$ cat src/rtl/tft_panel_ctrl_if.sv
// Pixel-source request bus and panel pin bundle for the TFT panel controller.
// The master side is the controller: it issues x/y requests and drives the panel,
// the slave side is the frame source (and, in simulation, the panel observer).
interface tft_panel_ctrl_if #(
   parameter int XW = 10,
   parameter int YW = 9
);
   logic [XW-1:0] x;
   logic [YW-1:0] y;
   logic          new_frame;
   logic [7:0]    pix_r;
   logic [7:0]    pix_g;
   logic [7:0]    pix_b;
   logic          tft_clk;
   logic          tft_hsync;
   logic          tft_vsync;
   logic          tft_data_ena;
   logic [7:0]    tft_red;
   logic [7:0]    tft_green;
   logic [7:0]    tft_blue;
   logic          tft_vdd;
   logic          tft_display;
   logic          tft_backlight;

   modport master (
      output x, y, new_frame,
      output tft_clk, tft_hsync, tft_vsync, tft_data_ena,
      output tft_red, tft_green, tft_blue,
      output tft_vdd, tft_display, tft_backlight,
      input  pix_r, pix_g, pix_b
   );

   modport slave (
      input  x, y, new_frame,
      input  tft_clk, tft_hsync, tft_vsync, tft_data_ena,
      input  tft_red, tft_green, tft_blue,
      input  tft_vdd, tft_display, tft_backlight,
      output pix_r, pix_g, pix_b
   );
endinterface

$ cat src/rtl/tft_panel_ctrl.sv
// TFT panel controller: divided pixel clock, raster counters, one-pixel output
// pipeline with test patterns, frame-counted power sequencing, backlight PWM.
module tft_panel_ctrl #(
   parameter int H_ACTIVE   = 480,
   parameter int H_FP       = 2,
   parameter int H_SYNC     = 41,
   parameter int H_BP       = 2,
   parameter int V_ACTIVE   = 272,
   parameter int V_FP       = 2,
   parameter int V_SYNC     = 10,
   parameter int V_BP       = 2,
   parameter int XW         = 10,
   parameter int YW         = 9,
   parameter int CLK_DIV    = 4,
   parameter int PWR_FRAMES = 2,
   parameter int PWM_W      = 8
) (
   input  logic              cclk,
   input  logic              rstb,
   input  logic              power_down,
   input  logic [1:0]        test_mode,
   input  logic [31:0]       frequency_division,
   input  logic [PWM_W-1:0]  duty_cycle,
   tft_panel_ctrl_if.master  bus
);
   localparam int H_TOTAL = H_ACTIVE + H_FP + H_SYNC + H_BP;
   localparam int V_TOTAL = V_ACTIVE + V_FP + V_SYNC + V_BP;
   localparam int DW      = (CLK_DIV > 2) ? $clog2(CLK_DIV) : 1;
   localparam int FW      = (PWR_FRAMES > 1) ? $clog2(PWR_FRAMES) : 1;
   localparam int BAR_W   = H_ACTIVE / 8;

   localparam logic [XW-1:0] X_LAST   = XW'(H_TOTAL - 1);
   localparam logic [YW-1:0] Y_LAST   = YW'(V_TOTAL - 1);
   localparam logic [XW-1:0] X_ACT    = XW'(H_ACTIVE);
   localparam logic [YW-1:0] Y_ACT    = YW'(V_ACTIVE);
   localparam logic [XW-1:0] HS_START = XW'(H_ACTIVE + H_FP);
   localparam logic [XW-1:0] HS_END   = XW'(H_ACTIVE + H_FP + H_SYNC);
   localparam logic [YW-1:0] VS_START = YW'(V_ACTIVE + V_FP);
   localparam logic [YW-1:0] VS_END   = YW'(V_ACTIVE + V_FP + V_SYNC);

   localparam logic [2:0] S_OFF      = 3'd0;
   localparam logic [2:0] S_VDD_ON   = 3'd1;
   localparam logic [2:0] S_DISP_ON  = 3'd2;
   localparam logic [2:0] S_RUN      = 3'd3;
   localparam logic [2:0] S_BL_OFF   = 3'd4;
   localparam logic [2:0] S_DISP_OFF = 3'd5;

   logic [DW-1:0]    r_div;
   logic [XW-1:0]    r_x;
   logic [YW-1:0]    r_y;
   logic             r_new_frame;
   logic             r_de, r_hs, r_vs;
   logic [7:0]       r_red, r_green, r_blue;
   logic [2:0]       r_state;
   logic [FW-1:0]    r_frm_cnt;
   logic [31:0]      r_pre;
   logic [PWM_W-1:0] r_pwm_cnt;
   logic [PWM_W-1:0] r_duty;
   logic             r_backlight;

   logic             w_pix_en, w_x_last, w_y_last, w_de, w_show, w_step_done, w_pwm_step, w_bl_go;
   logic [XW-1:0]    w_bar;
   logic [7:0]       w_red, w_green, w_blue;
   logic [2:0]       w_state_nxt;

   assign w_pix_en    = (r_div == DW'(CLK_DIV - 1));
   assign w_x_last    = (r_x == X_LAST);
   assign w_y_last    = (r_y == Y_LAST);
   assign w_de        = (r_x < X_ACT) && (r_y < Y_ACT);
   assign w_show      = (r_state == S_RUN) || (r_state == S_BL_OFF);
   assign w_bar       = r_x / XW'(BAR_W);
   assign w_step_done = r_new_frame && (r_frm_cnt == FW'(PWR_FRAMES - 1));
   assign w_pwm_step  = (r_pre >= frequency_division);
   assign w_bl_go     = (r_state == S_RUN) && !power_down;

   // Pixel clock divider and raster counters; x/y advance once per pixel period
   always_ff @(posedge cclk or negedge rstb) begin
      if (!rstb) begin
         r_div       <= '0;
         r_x         <= '0;
         r_y         <= '0;
         r_new_frame <= 1'b0;
      end else begin
         r_div       <= w_pix_en ? '0 : r_div + 1'b1;
         r_new_frame <= w_pix_en && w_x_last && w_y_last;
         if (w_pix_en) begin
            if (w_x_last) begin
               r_x <= '0;
               r_y <= w_y_last ? '0 : r_y + 1'b1;
            end else begin
               r_x <= r_x + 1'b1;
            end
         end
      end
   end

   // Pixel colour for the coordinate currently being requested
   always_comb begin
      w_red   = 8'd0;
      w_green = 8'd0;
      w_blue  = 8'd0;
      if (w_de && w_show) begin
         case (test_mode)
            2'd0: begin
               w_red   = bus.pix_r;
               w_green = bus.pix_g;
               w_blue  = bus.pix_b;
            end
            2'd1: begin
               if (w_bar < XW'(8)) begin
                  w_red   = {8{~w_bar[1]}};
                  w_green = {8{~w_bar[2]}};
                  w_blue  = {8{~w_bar[0]}};
               end
            end
            2'd2: begin
               w_red   = 8'(r_x);
               w_green = 8'(r_y);
            end
            default: begin
               w_red   = 8'hFF;
               w_green = 8'hFF;
               w_blue  = 8'hFF;
            end
         endcase
      end
   end

   // Panel pins registered for the pixel just requested, so they trail x/y by one pixel
   always_ff @(posedge cclk or negedge rstb) begin
      if (!rstb) begin
         r_de    <= 1'b0;
         r_hs    <= 1'b1;
         r_vs    <= 1'b1;
         r_red   <= 8'd0;
         r_green <= 8'd0;
         r_blue  <= 8'd0;
      end else if (w_pix_en) begin
         r_de    <= w_de;
         r_hs    <= !((r_x >= HS_START) && (r_x < HS_END));
         r_vs    <= !((r_y >= VS_START) && (r_y < VS_END));
         r_red   <= w_red;
         r_green <= w_green;
         r_blue  <= w_blue;
      end
   end

   // Power sequencing next state; steps are paced by new_frame pulses
   always_comb begin
      w_state_nxt = r_state;
      case (r_state)
         S_OFF:      if (!power_down) w_state_nxt = S_VDD_ON;
         S_VDD_ON:   if (power_down) w_state_nxt = S_DISP_OFF;
                     else if (w_step_done) w_state_nxt = S_DISP_ON;
         S_DISP_ON:  if (power_down) w_state_nxt = S_DISP_OFF;
                     else if (w_step_done) w_state_nxt = S_RUN;
         S_RUN:      if (power_down) w_state_nxt = S_BL_OFF;
         S_BL_OFF:   if (w_step_done) w_state_nxt = S_DISP_OFF;
         S_DISP_OFF: if (w_step_done) w_state_nxt = S_OFF;
         default:    w_state_nxt = S_OFF;
      endcase
   end

   // Power state register and frame counter, cleared whenever the state changes
   always_ff @(posedge cclk or negedge rstb) begin
      if (!rstb) begin
         r_state   <= S_OFF;
         r_frm_cnt <= '0;
      end else begin
         r_state <= w_state_nxt;
         if (w_state_nxt != r_state) r_frm_cnt <= '0;
         else if (r_new_frame)       r_frm_cnt <= r_frm_cnt + 1'b1;
      end
   end

   // Backlight PWM: prescaled step counter, duty taken only at period start
   always_ff @(posedge cclk or negedge rstb) begin
      if (!rstb) begin
         r_pre       <= '0;
         r_pwm_cnt   <= '0;
         r_duty      <= '0;
         r_backlight <= 1'b0;
      end else begin
         if (w_pwm_step) begin
            r_pre     <= '0;
            r_pwm_cnt <= r_pwm_cnt + 1'b1;
            if (&r_pwm_cnt) r_duty <= duty_cycle;
         end else begin
            r_pre <= r_pre + 1'b1;
         end
         r_backlight <= w_bl_go && (r_pwm_cnt < r_duty);
      end
   end

   assign bus.x             = r_x;
   assign bus.y             = r_y;
   assign bus.new_frame     = r_new_frame;
   assign bus.tft_clk       = (r_div >= DW'(CLK_DIV / 2));
   assign bus.tft_hsync     = r_hs;
   assign bus.tft_vsync     = r_vs;
   assign bus.tft_data_ena  = r_de;
   assign bus.tft_red       = r_red;
   assign bus.tft_green     = r_green;
   assign bus.tft_blue      = r_blue;
   assign bus.tft_vdd       = (r_state != S_OFF);
   assign bus.tft_display   = (r_state == S_DISP_ON) || (r_state == S_RUN) || (r_state == S_BL_OFF);
   assign bus.tft_backlight = r_backlight;
endmodule

$ cat src/flat_wrapper.sv
// flat-port wrapper written by rule: the top's interface ports become plain ports
module tft_panel_ctrl_flat 
#(
   parameter int H_ACTIVE   = 480,
   parameter int H_FP       = 2,
   parameter int H_SYNC     = 41,
   parameter int H_BP       = 2,
   parameter int V_ACTIVE   = 272,
   parameter int V_FP       = 2,
   parameter int V_SYNC     = 10,
   parameter int V_BP       = 2,
   parameter int XW         = 10,
   parameter int YW         = 9,
   parameter int CLK_DIV    = 4,
   parameter int PWR_FRAMES = 2,
   parameter int PWM_W      = 8
)
  (cclk, rstb, power_down, test_mode, frequency_division, duty_cycle, bus_x, bus_y, bus_new_frame, bus_tft_clk, bus_tft_hsync, bus_tft_vsync, bus_tft_data_ena, bus_tft_red, bus_tft_green, bus_tft_blue, bus_tft_vdd, bus_tft_display, bus_tft_backlight, bus_pix_r, bus_pix_g, bus_pix_b);
  tft_panel_ctrl_if #(.XW(XW), .YW(YW)) bus_i ();
  input  logic cclk;
  input  logic rstb;
  input  logic power_down;
  input  logic [1:0] test_mode;
  input  logic [31:0] frequency_division;
  input  logic [PWM_W-1:0] duty_cycle;
  output wire logic [$bits(bus_i.x)-1:0] bus_x;
  output wire logic [$bits(bus_i.y)-1:0] bus_y;
  output wire logic [$bits(bus_i.new_frame)-1:0] bus_new_frame;
  output wire logic [$bits(bus_i.tft_clk)-1:0] bus_tft_clk;
  output wire logic [$bits(bus_i.tft_hsync)-1:0] bus_tft_hsync;
  output wire logic [$bits(bus_i.tft_vsync)-1:0] bus_tft_vsync;
  output wire logic [$bits(bus_i.tft_data_ena)-1:0] bus_tft_data_ena;
  output wire logic [$bits(bus_i.tft_red)-1:0] bus_tft_red;
  output wire logic [$bits(bus_i.tft_green)-1:0] bus_tft_green;
  output wire logic [$bits(bus_i.tft_blue)-1:0] bus_tft_blue;
  output wire logic [$bits(bus_i.tft_vdd)-1:0] bus_tft_vdd;
  output wire logic [$bits(bus_i.tft_display)-1:0] bus_tft_display;
  output wire logic [$bits(bus_i.tft_backlight)-1:0] bus_tft_backlight;
  input wire logic [$bits(bus_i.pix_r)-1:0] bus_pix_r;
  input wire logic [$bits(bus_i.pix_g)-1:0] bus_pix_g;
  input wire logic [$bits(bus_i.pix_b)-1:0] bus_pix_b;
  assign bus_x = bus_i.x;
  assign bus_y = bus_i.y;
  assign bus_new_frame = bus_i.new_frame;
  assign bus_tft_clk = bus_i.tft_clk;
  assign bus_tft_hsync = bus_i.tft_hsync;
  assign bus_tft_vsync = bus_i.tft_vsync;
  assign bus_tft_data_ena = bus_i.tft_data_ena;
  assign bus_tft_red = bus_i.tft_red;
  assign bus_tft_green = bus_i.tft_green;
  assign bus_tft_blue = bus_i.tft_blue;
  assign bus_tft_vdd = bus_i.tft_vdd;
  assign bus_tft_display = bus_i.tft_display;
  assign bus_tft_backlight = bus_i.tft_backlight;
  assign bus_i.pix_r = bus_pix_r;
  assign bus_i.pix_g = bus_pix_g;
  assign bus_i.pix_b = bus_pix_b;
  tft_panel_ctrl #(.H_ACTIVE(H_ACTIVE), .H_FP(H_FP), .H_SYNC(H_SYNC), .H_BP(H_BP), .V_ACTIVE(V_ACTIVE), .V_FP(V_FP), .V_SYNC(V_SYNC), .V_BP(V_BP), .XW(XW), .YW(YW), .CLK_DIV(CLK_DIV), .PWR_FRAMES(PWR_FRAMES), .PWM_W(PWM_W)) u_core (.cclk(cclk), .rstb(rstb), .power_down(power_down), .test_mode(test_mode), .frequency_division(frequency_division), .duty_cycle(duty_cycle), .bus(bus_i));
endmodule
$ cat config.mk
export PLATFORM = sky130hd
export DESIGN_NAME = tft_panel_ctrl_flat
export DESIGN_NICKNAME = d
export VERILOG_FILES = /design/src/rtl/tft_panel_ctrl_if.sv /design/src/rtl/tft_panel_ctrl.sv /design/src/flat_wrapper.sv
export SDC_FILE = /design/constraint.sdc
export NUM_CORES = 1
export LEC_CHECK = 0
export BUFFER_PORTS_ARGS = -buffer_cell sky130_fd_sc_hd__buf_4
export CAP_MARGIN = 20
export CORE_ASPECT_RATIO = 0.5
export CORE_MARGIN = 1
export CORE_UTILIZATION = 60
export DETAILED_ROUTE_END_ITERATION = 16
export PLACE_DENSITY = 0.95
export SYNTH_ARGS = -nofsm -noshare
export SYNTH_HDL_FRONTEND = slang
export SYNTH_SLANG_ARGS = --single-unit
$ cat constraint.sdc
create_clock -name cclk -period 6.5 [get_ports cclk]
set_clock_uncertainty 0.15 [all_clocks]
set_input_delay 0.975 -clock cclk [delete_from_list [all_inputs] [get_ports cclk]]
set_output_delay 0.975 -clock cclk [all_outputs]
set_load 0.02 [all_outputs]
==> results of run 1 <==
-- registers in the layout (all words and copies together), names as in the netlist --
| register | cells |
|---|---|
| u_core.r_pre | 32 |
| u_core.bus.x | 10 |
| u_core.bus.y | 9 |
| u_core.bus.tft_blue | 8 |
| u_core.bus.tft_green | 8 |
| u_core.bus.tft_red | 8 |
| u_core.r_duty | 8 |
| u_core.r_pwm_cnt | 8 |
| u_core.r_state | 3 |
| u_core.r_div | 2 |
| u_core.bus.new_frame | 1 |
| u_core.bus.tft_backlight | 1 |
| u_core.bus.tft_data_ena | 1 |
| u_core.bus.tft_hsync | 1 |
| u_core.bus.tft_vsync | 1 |
| u_core.r_frm_cnt | 1 |
-- report_power, final --
part | leakage (nW) | switching (W) | total, W | internal (W)
Sequential | 1.37 | 0.0000154 | 0.000668 | 0.000653
Combinational | 2.23 | 0.0000860 | 0.000166 | 0.0000803
Clock | 0.166 | 0.000249 | 0.000628 | 0.000379
-- layer usage --
metal  wire, um  share of wire  global-route usage
met1       6410           0.43               0.358
met2       7510           0.50               0.531
met3        721          0.048              0.0503
met4        285          0.019               0.103
met5          0              0                   0
-- kinds of logic after synthesis --
logic type,count (synthesis),synth area share
simple gates,210,0.177
compound gates,147,0.158
buf+inv,102,0.0688
flops,102,0.411
fa+ha+maj,49,0.0983
xor+xnor,46,0.0647
mux,12,0.0223
-- worst min-delay path by stage --
stage / slack, ps / cells past startpoint / start / to
after floorplan: 270 / 1 / u_core.r_div[0] / u_core.r_div[0]
after global placement: 290 / 1 / u_core.r_div[0] / u_core.r_div[0]
after detailed placement: 300 / 1 / u_core.r_div[0] / u_core.r_div[0]
after CTS: 310 / 1 / u_core.r_div[0] / u_core.r_div[0]
after global routing: 330 / 1 / u_core.r_div[0] / u_core.r_div[0]
final: 320 / 1 / u_core.r_div[0] / u_core.r_div[0]
-- Yosys cell counts (all sizes together) (5+ instances only) --
cell	n
dfrtp	100
inv	69
nor2	54
ha	48
nand3	38
nand2	32
o21ai	31
a21oi	29
xnor2	23
xor2	23
clkbuf	21
a211oi	20
o22ai	18
and3	16
o21a	16
nand4	14
nor3	13
buf	12
mux2	12
nor2b	9
nor4	7
a21o	6
a31oi	6
o211ai	6
and2	5
or2	5
-- layout make-up --
class	count	area, um2	area share
clock inverters	7	120	0.0160
repair buffers	122	923	0.123
inverters	69	259	0.0346
clock buffers	9	225	0.0301
flip-flops and latches	102	2550	0.341
multi-input cells	464	3240	0.432
well taps	135	169	0.0225
-- per-stage QoR --
step / cells / setup slack (ps) / hold WS [ps] / power [W]
finish: 908 / 3230 / 318 / 0.00146
global route: 908 / 3070 / 333 / 0.00151
CTS: 907 / 2930 / 313 / 0.00147
detailed placement: 891 / 2580 / 303 / 0.000848
global placement: 891 / 2700 / 288 / 0.000840
floorplan: 668 / 3420 / 274 / 0.000760
==> run_results.csv, run 1 <==
group,metric,value,unit
run_status,run_status,"finished, final reports clean",
setup_path,criticalPathCategory,"primary input to flop",
floorplan,die_h,74.0,um
finish,insertedDiodeCount,0,
synthesis,ys.warnings.count,0,
clock_tree,cts-buffers-inserted,9,
setup_path,critPathLaunch,"frequency_division[22]",
synthesis,synth_flop_cell,"dfrtp_1",
setup_path,cp.required,6580,ps
global_route,track_usage,0.290,
setup_path,critical_path.max_fanout,18,
setup_path,worst_r2r_src,"u_core.r_pre[22]",
min_path,timing.hold.worst.class,"flop to flop",
global_route,number_of_global_route_vias_before_repair,5237,
routing,number_of_drc_violations_after_detailed_routing,0,
global_route,grt_max_degree,68,
clock_tree,worstSkewPairLatency,350,ps
setup_path,cpLargestDelayFamily,"simple AND/OR/NAND/NOR gates",
finish,final_area,0.00749,mm2
job,drv.max_cap_violation_count,0,
placement,hpwlAfterDp,10.7,mm
setup_path,worstSetupStartpointType,"primary input",
sta,finalSetupViolations,0,
finish,final_core_utilization,0.768,
sta,max_slew.worst_pin.slew,1050,ps
synthesis,syn_avg_cell_area,9.31,um2
setup_path,slowest_stage,"or2_1",
placement,final_wtd_congestion,0.881,
synthesis,synth_top_cell_area_share,0.402,
sta,post-route-period-util,0.503,
finish,final_net_count,885,
setup_path,crit-reg2reg-capture,"u_core.r_pwm_cnt[1]",
clock_tree,post_cts_resize_count,0,
pwr,p_per_area,195,mW/mm2
setup_path,worst_path_arrival_time,3350,ps
pwr,ir_worst_vdd,0.158,mV
placement,portBuffers,119,
placement,placement.cell_area,0.00713,mm2
clock_tree,cts-hold-fix-buffers,0,
routing,routed_wirelength,14.9,mm
floorplan,start_util,0.638,
finish,layout.cells.most_common_list,"buf_4, dfrtp_1, inv_1",
synthesis,ys_top_cells_by_area,"dfrtp_1, ha_1, inv_1",
routing,detail_route.wl_per_cell,16.4,um
sta,timing.final.max_slew_violations,0,
sta,timing.max_slew.rel_slack,0.298,
synthesis,yosysTopAreaCell,"dfrtp_1",
synthesis,synth.distinct_cells,62,
finish,layout.cells.most_common,"buf_4",
synthesis,synth_cells,668,
floorplan,io_pins,120,
sta,timing.final.crit_period,3270,ps
setup_path,crit_cells,9,
clock_tree,cts_num_sinks,102,
synthesis,number_of_flops_mapped_to_enable_cells_by_yosys,0,
clock_tree,buffers_inserted_during_post_cts_setup_optimization,0,
floorplan,die_area,0.0108,mm2
sta,rsz_0062_raised_after_global_routing,"no",
setup_path,worst-r2r-cell-count,7,
finish,share_of_post_route_cells_with_drive_strength_above_1,0.220,
routing,antenna_left,0,
synthesis,ys_seq_elements,102,
pwr,leakagePower,3.77,nW
finish,n_fill_cell,654,
synthesis,synth-seq-area-share,0.411,
setup_path,path_buf_inv,2,
routing,drt_pre_antenna_iters,5,
global_route,number_of_antenna_violations_at_the_first_check_in_global_routing,0,
clock_tree,ctsHtreeMaxLevel,3,
sta,final_hold_viol_count,0,
clock_tree,cts_tree,"yes",
sta,fin_setup_tns,0,ps
synthesis,syn-num-nets,785,
global_route,globalRouteOverflowTotal,0,
routing,vias_per_cell,5.88,
floorplan,std_cell_rows,25,
floorplan,fp.coreArea,0.00976,mm2
setup_path,critPathCapture,"u_core.r_pwm_cnt[1]",
floorplan,chipWidth,146,um
setup_path,reg2reg_slack,3500,ps
setup_path,worstSetupEndpointType,"flop",
setup_path,worst_path_largest_cell_delay,600,ps
synthesis,ys_async_sr_fraction,1.00,
clock_tree,path_clk_slew,70,ps
finish,area_growth_syn_to_layout,20.4,%
synthesis,syn_area,0.00622,mm2
sta,achievable-frequency,0.306,GHz
clock_tree,buffer_levels_on_the_longest_clock_path,2,
setup_path,critical_path.cell_chain,"buf_4 > inv_1 > ha_1 > nand4_1 > nor4_1 > nand2_1 > o211ai_2 > or2_1 > mux2_4",
routing,dr_total_vias,5343,
clock_tree,clock-root-buffer,"clkbuf_16",
global_route,first_pass_grt_wire_length,24.6,mm
routing,drt_iter0_drc,312,
(Power assumes the default switching activity.)
==> inputs of run 2 (changes only) <==
--- a/config.mk
+++ b/config.mk
@@ -9,9 +9,9 @@
 export CAP_MARGIN = 20
 export CORE_ASPECT_RATIO = 0.5
 export CORE_MARGIN = 1
-export CORE_UTILIZATION = 60
+export CORE_UTILIZATION = 51
 export DETAILED_ROUTE_END_ITERATION = 16
-export PLACE_DENSITY = 0.95
+export PLACE_DENSITY = 0.86
 export SYNTH_ARGS = -nofsm -noshare
 export SYNTH_HDL_FRONTEND = slang
 export SYNTH_SLANG_ARGS = --single-unit
==> constraint.sdc (replaced) <==
create_clock -name cclk -period 2.9 [get_ports cclk]
set_clock_uncertainty 0.15 [all_clocks]
set_input_delay 0.435 -clock cclk [delete_from_list [all_inputs] [get_ports cclk]]
set_output_delay 0.435 -clock cclk [all_outputs]
set_load 0.02 [all_outputs]
==> run 2 against run 1 <==
Sequential cell count did not move. Count of clock-buffer cells in the layout rose by 4. Critical endpoint is now u_core.r_duty[5]. Final cell count rose by 4.2%. Critical path type is now flop to flop. Wire length fell by 4.6%. Sequential share of layout area fell by 0.23 points. Hold slack got worse by 150 ps. First-iteration DRC count rose by 6.7%. Via count fell by 2.1%. Die area rose by 17%. Critical path depth fell by 2. Largest cell class unchanged. Non-clock buffer count rose by 10. Clock power rose by 80%.
==> run_results.csv, run 2 (synthesis gave the netlist of run 1 again) <==
group,metric,value,unit
clock_tree,cts_num_sinks,102,
floorplan,fp.coreArea,0.0118,mm2
floorplan,die_area,0.0127,mm2
run_status,run_status,"finished, final reports clean",
sta,max_slew.worst_pin.slew,707,ps
setup_path,criticalPathCategory,"flop to flop",
sta,timing.final.max_slew_violations,0,
sta,hold_slack,166,ps
clock_tree,cts_tree,"yes",
setup_path,worst_r2r_src,"u_core.r_pre[21]",
setup_path,crit-reg2reg-capture,"u_core.r_duty[5]",
setup_path,worstSetupStartpointType,"flop",
routing,detail_route.wl_per_cell,15.1,um
finish,regMostFlops,"u_core.r_pre",
clock_tree,worstSkewPairLatency,340,ps
sta,post-route-period-util,0.927,
clock_tree,path_clk_slew,70,ps
global_route,number_of_antenna_violations_at_the_first_check_in_global_routing,0,
min_path,number_of_stages_on_the_worst_hold_path,3,
finish,area_growth_syn_to_layout,21.2,%
floorplan,die_h,80.1,um
finish,layout.cells.most_common,"buf_4",
min_path,min_delay_startpoint,"bus_pix_b[6]",
min_path,holdPathEnd,"u_core.bus.tft_blue[6]",
pwr,p_per_area,398,mW/mm2
setup_path,cp.required,2970,ps
finish,final_core_utilization,0.637,
min_path,timing.hold.worst.class,"primary input to flop",
finish,max_reg_flops,32,
floorplan,io_pins,120,
clock_tree,buffer_levels_on_the_longest_clock_path,2,
global_route,globalRouteOverflowTotal,0,
finish,final_cells,946,
floorplan,chipWidth,158,um
finish,layout.cells.most_common_list,"buf_4, dfrtp_1, inv_1",
placement,hpwlAfterDp,10.6,mm
global_route,first_pass_grt_wire_length,23.4,mm
setup_path,worst_path_largest_cell_delay,470,ps
setup_path,reg2reg_slack,210,ps
sta,finalSetupViolations,0,
setup_path,worst-r2r-cell-count,7,
placement,final_wtd_congestion,0.866,
routing,dr_total_vias,5233,
finish,share_of_post_route_cells_with_drive_strength_above_1,0.225,
routing,number_of_drc_violations_after_detailed_routing,0,
job,drv.max_cap_violation_count,0,
pwr,combPwrFrac,0.125,
global_route,grt_max_degree,72,
pwr,netSwitchingFraction,0.236,
routing,antenna_left,0,
floorplan,std_cell_rows,28,
sta,timing.max_slew.rel_slack,0.529,
global_route,number_of_global_route_vias_before_repair,5047,
clock_tree,clock-root-buffer,"clkbuf_16",
sta,timing.final.crit_period,2690,ps
finish,final_net_count,895,
pwr,leakagePower,3.80,nW
routing,vias_per_cell,5.53,
placement,portBuffers,119,
floorplan,start_util,0.525,
global_route,track_usage,0.237,
placement,dpl.cell_count,930,
pwr,clock_power_share,0.376,
pwr,pwr-share-seq,0.500,
sta,rsz_0062_raised_after_global_routing,"no",
setup_path,critical_path.max_fanout,8,
setup_path,worstSetupEndpointType,"flop",
pwr,finalPower,0.00300,W
setup_path,slowest_stage,"dfrtp_1",
sta,final_hold_viol_count,0,
setup_path,critical_path.cell_chain,"ha_1 > nand4_1 > nor3_1 > a221o_1 > o31a_4 > o211ai_4 > mux2_2",
pwr,net-switching-power,0.000708,W
pwr,ir_worst_vdd,0.230,mV
clock_tree,ctsHtreeMaxLevel,3,
clock_tree,post_cts_resize_count,0,
finish,insertedDiodeCount,0,
routing,drt_iter0_drc,333,
sta,achievable-frequency,0.372,GHz
routing,drt_pre_antenna_iters,4,
routing,routed_wirelength,14.2,mm
setup_path,worst_path_arrival_time,2760,ps
sta,fin_setup_tns,0,ps
clock_tree,cts-buffers-inserted,9,
pwr,intPower,0.00229,W
## run 2: changes by cell type in the layout (fill, tap and decap cells not counted)
cell,previous run,this run
clkinvlp_4,1,0
dlygate4sd3_1,0,1
inv_6,2,0
bufinv_16,3,0
buf_4,121,130
buf_12,0,1
clkbuf_1,0,1
buf_8,1,0
clkbuf_8,0,3
## run 2: what timing repair did
item                                   in CTS  in global routing
hold buffers                                1                  0
endpoints found under the hold margin      31                  0
buffers inserted                            0                  0
## run 2: worst max path at each step
stage / startpoint / cells after the start / end / slack (ps)
CTS: u_core.r_pre[21] / 7 / u_core.r_duty[5] / 220
global route: u_core.r_pre[21] / 8 / u_core.r_pre[9] / 60
floorplan: frequency_division[22] / 9 / u_core.r_pwm_cnt[1] / 360
finish: u_core.r_pre[21] / 7 / u_core.r_duty[5] / 210
detailed placement: frequency_division[22] / 9 / u_core.r_duty[5] / 110
global placement: frequency_division[11] / 9 / u_core.r_duty[1] / 180
## run 2: power groups by stage
stage          Sequential [W]  Combinational, W  Clock (W)
5_1_grt               0.00150          0.000415    0.00122
4_1_cts               0.00150          0.000377    0.00115
3_3_place_gp          0.00152          0.000364          0
2_1_floorplan         0.00156          0.000145          0
3_5_place_dp          0.00152          0.000376          0
6_report              0.00150          0.000374    0.00113
## run 2: cell type report
cell class | count | area (um2)
clock buffers | 13 | 270
repair buffers | 132 | 1010
clock inverters | 1 | 5.00
inverters | 69 | 259
well taps | 165 | 206
fillers | 957 | 4300
flip-flops and latches | 102 | 2550
multi-input cells | 464 | 3240
## run 2: worst max-delay path, delay by kind of cell, from the launching register on
kind            cells  cell delay [ps]
compound gates      3              990
flops               1              470
mux                 1              390
fa+ha+maj           1              320
simple gates        2              250
## run 2: stage by stage
stage               setup WS (ps)  cell area [um2]
finish                        211             7540
CTS                           217             7530
floorplan                     356             6220
global route                 58.1             7540
detailed placement            106             7250
global placement              178             7250
## run 2: routing by layer
| metal | global-route usage | part of all wire | vias up |
|---|---|---|---|
| met2 | 0.421 | 0.50 | 116 |
| li1 | - | - | 2567 |
| met3 | 0.0448 | 0.039 | 26 |
| met4 | 0.0740 | 0.017 | 0 |
| met5 | 0 | 0 | - |
| met1 | 0.294 | 0.44 | 2524 |
==> inputs of run 3 (changes only) <==
--- a/config.mk
+++ b/config.mk
@@ -12,6 +12,7 @@
 export CORE_UTILIZATION = 51
 export DETAILED_ROUTE_END_ITERATION = 16
 export PLACE_DENSITY = 0.86
+export RECOVER_POWER = 25
 export SYNTH_ARGS = -nofsm -noshare
 export SYNTH_HDL_FRONTEND = slang
 export SYNTH_SLANG_ARGS = --single-unit
==> run 3 against run 2 <==
The flow now finishes with violations (capacitance limit, slew limit). Critical path depth up 1. Core utilization down 0.86 points. Maximum frequency down 1.0%. Non-clock buffer count unchanged. Cell area down 1.3%. Final cell count unchanged. Global-route usage unchanged. Combinational power down 8.3%. First-iteration DRC count up 3.9%. Clock power about the same. Die area unchanged. Count of clock-buffer cells in the layout unchanged. Critical path type unchanged.
==> run_results.csv, run 3 (synthesis gave the netlist of run 1 again) <==
group,metric,value,unit
placement,portBuffers,119,
floorplan,die_h,80.1,um
placement,pre_cts_slack,106,ps
finish,final_net_count,895,
pwr,p_per_area,399,mW/mm2
clock_tree,post_cts_resize_count,0,
floorplan,std_cell_rows,28,
finish,layout.cells.most_common_list,"buf_4, dfrtp_1, inv_1",
pwr,ir_worst_vdd,0.230,mV
sta,timing.final.crit_period,2720,ps
global_route,number_of_antenna_violations_at_the_first_check_in_global_routing,0,
floorplan,die_area,0.0127,mm2
setup_path,worstSetupStartpointType,"flop",
sta,timing.final.max_slew_violations,32,
finish,area_growth_syn_to_layout,19.6,%
global_route,first_pass_grt_wire_length,23.4,mm
setup_path,worst_path_arrival_time,2800,ps
floorplan,start_util,0.525,
setup_path,worst_path_largest_cell_delay,470,ps
setup_path,worst-r2r-cell-count,8,
finish,share_of_post_route_cells_with_drive_strength_above_1,0.191,
sta,post-route-period-util,0.937,
setup_path,crit-reg2reg-capture,"u_core.r_pre[7]",
run_status,run_status,"finished with violations",
setup_path,cp.required,2980,ps
clock_tree,worstSkewPairLatency,350,ps
routing,routed_wirelength,14.2,mm
clock_tree,clock-root-buffer,"clkbuf_16",
finish,max_reg_flops,32,
setup_path,worst_r2r_src,"u_core.r_pre[21]",
clock_tree,buffer_levels_on_the_longest_clock_path,2,
global_route,grt_max_degree,72,
global_route,globalRouteOverflowTotal,0,
routing,detail_route.wl_per_cell,15.1,um
setup_path,critical_path.max_fanout,22,
sta,layout_setup_ws,183,ps
pwr,finalPower,0.00297,W
clock_tree,cts-buffers-inserted,9,
floorplan,io_pins,120,
min_path,min_delay_startpoint,"bus_pix_b[6]",
sta,rsz_0062_raised_after_global_routing,"no",
clock_tree,path_clk_slew,70,ps
routing,drt_iter0_drc,346,
setup_path,slowest_stage,"dfrtp_1",
routing,vias_per_cell,5.53,
finish,n_fill_cell,986,
min_path,number_of_stages_on_the_worst_hold_path,3,
sta,fin_setup_tns,0,ps
placement,hpwlAfterDp,10.6,mm
setup_path,worstSetupEndpointType,"flop",
routing,number_of_drc_violations_after_detailed_routing,0,
routing,dr_total_vias,5231,
global_route,number_of_global_route_vias_before_repair,5047,
pwr,leakagePower,3.68,nW
sta,max_slew.worst_pin.slew,1830,ps
min_path,timing.hold.worst.class,"primary input to flop",
job,drv.max_cap_violation_count,1,
min_path,holdPathEnd,"u_core.bus.tft_blue[6]",
routing,antenna_left,0,
finish,layout.cells.most_common,"buf_4",
clock_tree,ctsHtreeMaxLevel,3,
placement,final_wtd_congestion,0.866,
sta,final_hold_viol_count,0,
setup_path,reg2reg_slack,180,ps
finish,regMostFlops,"u_core.r_pre",
clock_tree,cts_num_sinks,102,
floorplan,fp.coreArea,0.0118,mm2
global_route,track_usage,0.237,
finish,insertedDiodeCount,0,
sta,timing.max_slew.rel_slack,-0.223,
setup_path,critical_path.cell_chain,"ha_1 > nand4_1 > nor4_1 > nand2_1 > o211ai_2 > or2_1 > buf_4 > nor2_1",
floorplan,chipWidth,158,um
sta,achievable-frequency,0.368,GHz
run_status,violations,"capacitance limit, slew limit",
routing,drt_pre_antenna_iters,4,
sta,finalSetupViolations,0,
clock_tree,cts_tree,"yes",
setup_path,criticalPathCategory,"flop to flop",
-- run 3: routing by layer --
metal | wire length (um) | global-route usage | vias up
met5 | 0 | 0 | -
met4 | 239 | 0.0740 | 0
met3 | 565 | 0.0448 | 26
met2 | 7160 | 0.421 | 117
met1 | 6270 | 0.294 | 2519
li1 | - | - | 2569
-- run 3: final cells by class --
| class | count | area, um2 | share of cell area |
|---|---|---|---|
| Multi-Input combinational cell | 464 | 3240 | 0.435 |
| Sequential cell | 102 | 2550 | 0.343 |
| Timing Repair Buffer | 132 | 905 | 0.122 |
| Clock buffer | 13 | 270 | 0.0363 |
| Inverter | 69 | 259 | 0.0348 |
| Tap cell | 165 | 206 | 0.0277 |
| Clock inverter | 1 | 5.00 | 0.000673 |
-- run 3: how the worst max path moves through the flow --
stage | start | to | slack (ps) | cells past startpoint
after global routing | u_core.r_pre[21] | u_core.r_pre[9] | 60 | 8
after floorplan | frequency_division[22] | u_core.r_pwm_cnt[1] | 360 | 9
final | u_core.r_pre[21] | u_core.r_pre[7] | 180 | 8
after global placement | frequency_division[11] | u_core.r_duty[1] | 180 | 9
after CTS | u_core.r_pre[21] | u_core.r_duty[5] | 220 | 7
after detailed placement | frequency_division[22] | u_core.r_duty[5] | 110 | 9
-- run 3: critical path: cells and delay by family (launching register included) --
| kind | cells | cell delay, ps |
|---|---|---|
| simple gates | 5 | 1020 |
| flops | 1 | 470 |
| compound gates | 1 | 340 |
| fa+ha+maj | 1 | 330 |
| buf+inv | 1 | 280 |
-- run 3: through the flow --
step / area (um2) / hold slack, ps / util / instances
2_1_floorplan: 6220 / -10.6 / - / 668
5_1_grt: 7440 / 163 / 0.628 / 946
4_1_cts: 7530 / 156 / 0.636 / 945
3_5_place_dp: 7250 / 253 / 0.612 / 930
6_report: 7440 / 166 / 0.628 / 946
3_3_place_gp: 7250 / 247 / 0.612 / 930
-- run 3: repair_timing --
action	in CTS	in global routing
hold buffers	1	0
hold endpoints to repair	31	0
buffers inserted	0	0
-- run 3: report_power, final --
| part | internal (W) | total [W] | switching, W | leakage (nW) |
|---|---|---|---|---|
| Combinational | 0.000153 | 0.000343 | 0.000190 | 2.17 |
| Clock | 0.000641 | 0.00113 | 0.000484 | 0.138 |
| Sequential | 0.00147 | 0.00150 | 0.0000326 | 1.37 |
| Total | 0.00226 | 0.00297 | 0.000706 | 3.68 |
